--- src/rtl/dmem_ctrl.sv ---
// Data-memory access controller: turns datapath load/store requests into a
// single outstanding request/acknowledge bus transaction, stalling the
// datapath until the access completes, faults on misalignment, or times out.
module dmem_ctrl #(
  parameter int TIMEOUT = 16
) (
  input  logic        clk,
  input  logic        reset,
  input  logic        memread,
  input  logic        memwrite,
  input  logic [31:0] addr,
  input  logic [31:0] wdata,
  output logic [31:0] rdata,
  output logic        stall,
  output logic        err,
  output logic        bus_req,
  output logic        bus_we,
  output logic [31:0] bus_addr,
  output logic [31:0] bus_wdata,
  input  logic [31:0] bus_rdata,
  input  logic        bus_ack
);

  // Wait counter is at least 5 bits, wider if TIMEOUT needs it.
  localparam int CNT_W = ($clog2(TIMEOUT + 1) > 5) ? $clog2(TIMEOUT + 1) : 5;
  localparam logic [CNT_W-1:0] CNT_LAST = CNT_W'(TIMEOUT - 1);

  localparam logic [1:0] S_IDLE = 2'd0;
  localparam logic [1:0] S_REQ  = 2'd1;
  localparam logic [1:0] S_DONE = 2'd2;

  logic [1:0]       state_q, state_d;
  logic [CNT_W-1:0] cnt_q, cnt_d;
  logic             bus_we_q, bus_we_d;
  logic [31:0]      bus_addr_q, bus_addr_d;
  logic [31:0]      bus_wdata_q, bus_wdata_d;
  logic [31:0]      rdata_q, rdata_d;
  logic             err_q, err_d;

  logic valid;
  logic aligned;

  assign valid   = memread | memwrite;
  assign aligned = (addr[1:0] == 2'b00);

  // bus_req is decoded straight from the state flop so an asynchronous
  // reset drops it immediately, without waiting for a clock edge.
  assign bus_req   = (state_q == S_REQ);
  assign bus_we    = bus_we_q;
  assign bus_addr  = bus_addr_q;
  assign bus_wdata = bus_wdata_q;
  assign rdata     = rdata_q;
  assign err       = err_q;

  // Next-state, bus-field, load-data and fault computation; stall is combinational.
  always_comb begin
    state_d     = state_q;
    cnt_d       = cnt_q;
    bus_we_d    = bus_we_q;
    bus_addr_d  = bus_addr_q;
    bus_wdata_d = bus_wdata_q;
    rdata_d     = rdata_q;
    err_d       = err_q;
    stall       = 1'b0;
    case (state_q)
      S_IDLE: begin
        stall = valid & aligned;
        if (valid) begin
          if (aligned) begin
            state_d     = S_REQ;
            cnt_d       = '0;
            bus_addr_d  = {addr[31:2], 2'b00};
            bus_we_d    = memwrite;
            bus_wdata_d = wdata;
          end else begin
            // Misaligned: no bus cycle, flag the fault, zero a load result.
            err_d = 1'b1;
            if (!memwrite) rdata_d = 32'h0;
          end
        end
      end
      S_REQ: begin
        stall = 1'b1;
        if (bus_ack) begin
          state_d = S_DONE;
          if (!bus_we_q) rdata_d = bus_rdata;
        end else if (cnt_q == CNT_LAST) begin
          // This cycle is the TIMEOUT-th without an ack: abort the access.
          state_d = S_DONE;
          err_d   = 1'b1;
          if (!bus_we_q) rdata_d = 32'h0;
        end else begin
          cnt_d = cnt_q + 1'b1;
        end
      end
      S_DONE: begin
        // One release cycle; always back to IDLE so a held request is not reissued.
        state_d = S_IDLE;
      end
      default: begin
        state_d = S_IDLE;
      end
    endcase
  end

  // State and output registers with asynchronous active-low reset.
  always_ff @(posedge clk or negedge reset) begin
    if (!reset) begin
      state_q     <= S_IDLE;
      cnt_q       <= '0;
      bus_we_q    <= 1'b0;
      bus_addr_q  <= 32'h0;
      bus_wdata_q <= 32'h0;
      rdata_q     <= 32'h0;
      err_q       <= 1'b0;
    end else begin
      state_q     <= state_d;
      cnt_q       <= cnt_d;
      bus_we_q    <= bus_we_d;
      bus_addr_q  <= bus_addr_d;
      bus_wdata_q <= bus_wdata_d;
      rdata_q     <= rdata_d;
      err_q       <= err_d;
    end
  end

endmodule

--- config.mk ---
export PLATFORM = sky130hd
export DESIGN_NAME = dmem_ctrl
export DESIGN_NICKNAME = d
export VERILOG_FILES = /design/src/rtl/dmem_ctrl.sv
export SDC_FILE = /design/constraint.sdc
export NUM_CORES = 1
export LEC_CHECK = 0
export CORE_ASPECT_RATIO = 1.2
export CORE_MARGIN = 10
export CORE_UTILIZATION = 38
export CTS_BUF_LIST = sky130_fd_sc_hd__clkbuf_4 sky130_fd_sc_hd__clkbuf_8
export DETAILED_ROUTE_END_ITERATION = 8
export PLACE_DENSITY = 0.85
export SYNTH_ARGS = -nofsm -noshare
export SYNTH_HDL_FRONTEND = slang
export SYNTH_SLANG_ARGS = --single-unit
--- constraint.sdc ---
create_clock -name clk -period 2 [get_ports clk]
set_clock_uncertainty 0.1 [all_clocks]
set_input_delay 0.2 -clock clk [delete_from_list [all_inputs] [get_ports clk]]
set_output_delay 0.2 -clock clk [all_outputs]
set_load 0.1 [all_outputs]
==> impl_results.md <==
* Vias in the first global route at 3378
* Main combinational cell family by area after synthesis: multiplexers
* Count of final hold-check violations at 0
* Slowest stage delay, CP at 400 ps
* Final critical delay including setup and external delays at 1920 ps
* Share of final-layout standard cells stronger than drive strength 1 at 26.9%
* Antenna fix cells at 0
* Highest clock rate at 0.522 GHz
* Clk slew on worst S/H paths at 90 ps
* Detailed-routing iteration count for the pre-antenna-repair pass at 4
* Cell count after placement at 671
* Most instantiated flip-flop cell in the synthesis netlist: sky130_fd_sc_hd__dfrtp_1
* DIE HEIGHT at 137 µm
* Post-route ant nets at 0
* Compound-cell area share of the yosys netlist at 1.45%
* Post-synthesis cell count at 319
* Share of synthesized cell area in and, or, nand and nor gates at 5.72%
* Number of I/O pins at 201
* Mean number of vias per cell at 4.53
* Longest Clk Path Bufs at 2
* GRT overflow at 0
* Maximum fanout encountered on the critical timing path at 3
* Cell class contributing the biggest share of worst-path delay: simple AND/OR/NAND/NOR gates
* Run status: finished clean
* Global-route wire length before repair at 18.2 mm
* Overall via count from detail_route at 3125
* Critical path cell sequence: ha_2, and3_1, ha_2, nor2_4, buf_4, nand4_1, or3_1, nand3_1
* Final net count at 635
* DRC errors left at 0
* Average instance area after synthesis at 13.5 µm²
* Max-cap viol count at 0
* Critical-path top delay cell: sky130_fd_sc_hd__dfrtp_1
* Largest net degree at the start of global routing at 56
* Share of synthesized area spent on multiplexers at 23.9%
* Final worst setup slack at 84.0 ps
* FF+latch count, synth at 103
* Root buffer cell: sky130_fd_sc_hd__clkbuf_8
* Port Buffer Count at 198
* Setup Slack @ Placement at -52.9 ps
* Die boundary width at 117 µm
* Clock sink total at 103
* Number of buffer and inverter stages on the critical path at 1
* Effective utilization at floorplan at 38.9%
* Inserted Clock Buffers at 9
* Count of distinct cell types in the synthesized netlist at 29
* Endpoint kind of the worst setup timing path: flop
* Floorplan core area at 11100 µm²
* Async set-or-reset flop fraction in the synthesized netlist at 100%
* CP dominant cell by count: sky130_fd_sc_hd__ha_2
* HPWL Detailed at 9.60 mm
* Arrival time of the worst setup path at 2110 ps
* Cell row count at 42
* Area added between synthesis and finish at 50.9%
* Post-Synth XOR/XNOR Area at 0%
* GRT Overall Usage at 14.6%
* Routed len/inst at 17.9 µm
* Final WL at 12.4 mm
* Overall die area at 16000 µm²
* Clk_lat worst skew at 350 ps
* Post-synthesis adder-cell area fraction at 0.581%
* Warnings from Yosys at 0
* Crit Path Class: reg -> reg
* Routability cong. at 0.807
* Launching element type of the critical path: flop
* Initial antenna violation count at 0
* Worst hold-check path type: in -> reg
* Proportion of synthesized chip area in sequential cells at 59.8%
* Netlist Area Pre-Place at 4310 µm²
* Measured slew at the worst slew-check pin at 694 ps
* Detailed Route Iter0 Violations at 127
* Fill count at 917
* H-tree levels at 3
* Fin. max-slew vios at 0
* Final-layout worst hold slack at 286 ps
* Number of setup violations in the final report at 0
* Worst max-slew margin expressed relative to the limit at 53.8%
* Final cycle utilization of the critical path at 95.8%
* Data required time of the worst path at 2190 ps
* Number of flops mapped to enable cells by yosys at 0
* Clock tree from TritonCTS: yes
* Post-route non-filler standard cell count at 690
-- metrics by stage --
stage | TNS [ps] | instance area (µm²) | utilization, %
final | 0 | 6500 | 58.6
after global routing | -27.8 | 6500 | 58.6
after CTS | -11.0 | 6410 | 57.8
after detailed placement | -2250 | 6180 | 55.7
after global placement | 0 | 6180 | 55.7
after floorplan | 0 | 4310 | -
-- cell usage in the layout, fill, tap and decap left out, types with 3 or more instances in the layout --
cell,count
sky130_fd_sc_hd__mux2_1,60
sky130_fd_sc_hd__clkbuf_8,9
sky130_fd_sc_hd__o21ai_0,3
sky130_fd_sc_hd__mux2i_1,32
sky130_fd_sc_hd__inv_1,36
sky130_fd_sc_hd__buf_4,109
sky130_fd_sc_hd__nand2_1,37
sky130_fd_sc_hd__buf_12,4
sky130_fd_sc_hd__dfrtp_1,103
sky130_fd_sc_hd__nor2_1,3
sky130_fd_sc_hd__clkbuf_4,3
sky130_fd_sc_hd__clkdlybuf4s50_1,99
-- layout make-up --
class	count	area, µm²	area share (%)
sequential	103	2580	39.7
clock inverter	3	68.8	1.06
clock buffer	12	146	2.25
tap	154	193	2.96
inverter	36	135	2.08
timing repair buffer	217	1970	30.3
multi-input combinational	165	1410	21.6
-- logic make-up after synthesis --
logic type / after synthesis
compound gates: 10
fa+ha+maj: 2
buf+inv: 52
flops: 103
mux: 95
other cells: 1
simple gates: 56
-- routing by layer --
layer | global-route usage, % | up-vias | routed length (µm)
li1 | - | 1464 | -
met1 | 15.2 | 1534 | 4320
met2 | 26.3 | 115 | 6640
met3 | 5.48 | 12 | 1230
met4 | 4.33 | 0 | 196
met5 | 0 | - | 0
-- cells in the mapped netlist, types with 3 or more instances --
cell | n | area (µm²)
sky130_fd_sc_hd__nand2_1 | 37 | 139
sky130_fd_sc_hd__o21ai_0 | 3 | 15.0
sky130_fd_sc_hd__clkbuf_1 | 3 | 11.3
sky130_fd_sc_hd__buf_12 | 9 | 180
sky130_fd_sc_hd__mux2_1 | 60 | 676
sky130_fd_sc_hd__inv_1 | 36 | 135
sky130_fd_sc_hd__dfrtp_1 | 103 | 2580
sky130_fd_sc_hd__mux2i_1 | 33 | 330
sky130_fd_sc_hd__nor2_1 | 6 | 22.5
-- registers in the layout, summed over array words and instances, names as in the netlist --
name and flops:
bus_addr 30, bus_wdata 32, err 1, bus_we 1
cnt_q 5, state_q 2, rdata 32
-- final timing paths --
check / from / end / slack [ps] / cells after the start
worst max-delay path: cnt_q[0] / cnt_q[3] / 80 / 8
worst min register to register: err / err / 390 / 2
worst min-delay path: bus_rdata[29] / rdata[29] / 290 / 3
worst max register to register: cnt_q[0] / cnt_q[3] / 80 / 8
min in group asynchronous: reset / bus_wdata[24] / 410 / 3
max in group asynchronous: reset / rdata[10] / 880 / 3
-- tightest hold or removal path, stage by stage --
cell and delay (ps):
sky130_fd_sc_hd__clkdlybuf4s50_1 400, sky130_fd_sc_hd__nand2_1 50, sky130_fd_sc_hd__mux2i_1 50
-- repair_timing --
item	in CTS	in global routing
resized for setup	1	8
hold endpoints to repair	103	0
pin swaps	0	1
gates cloned	0	2
setup buffers	0	1
setup endpoints to repair	33	65
hold buffers	1	0
Power is not shown: default switching activity piles up to over one toggle a cycle in this logic, so the estimate is an artifact.
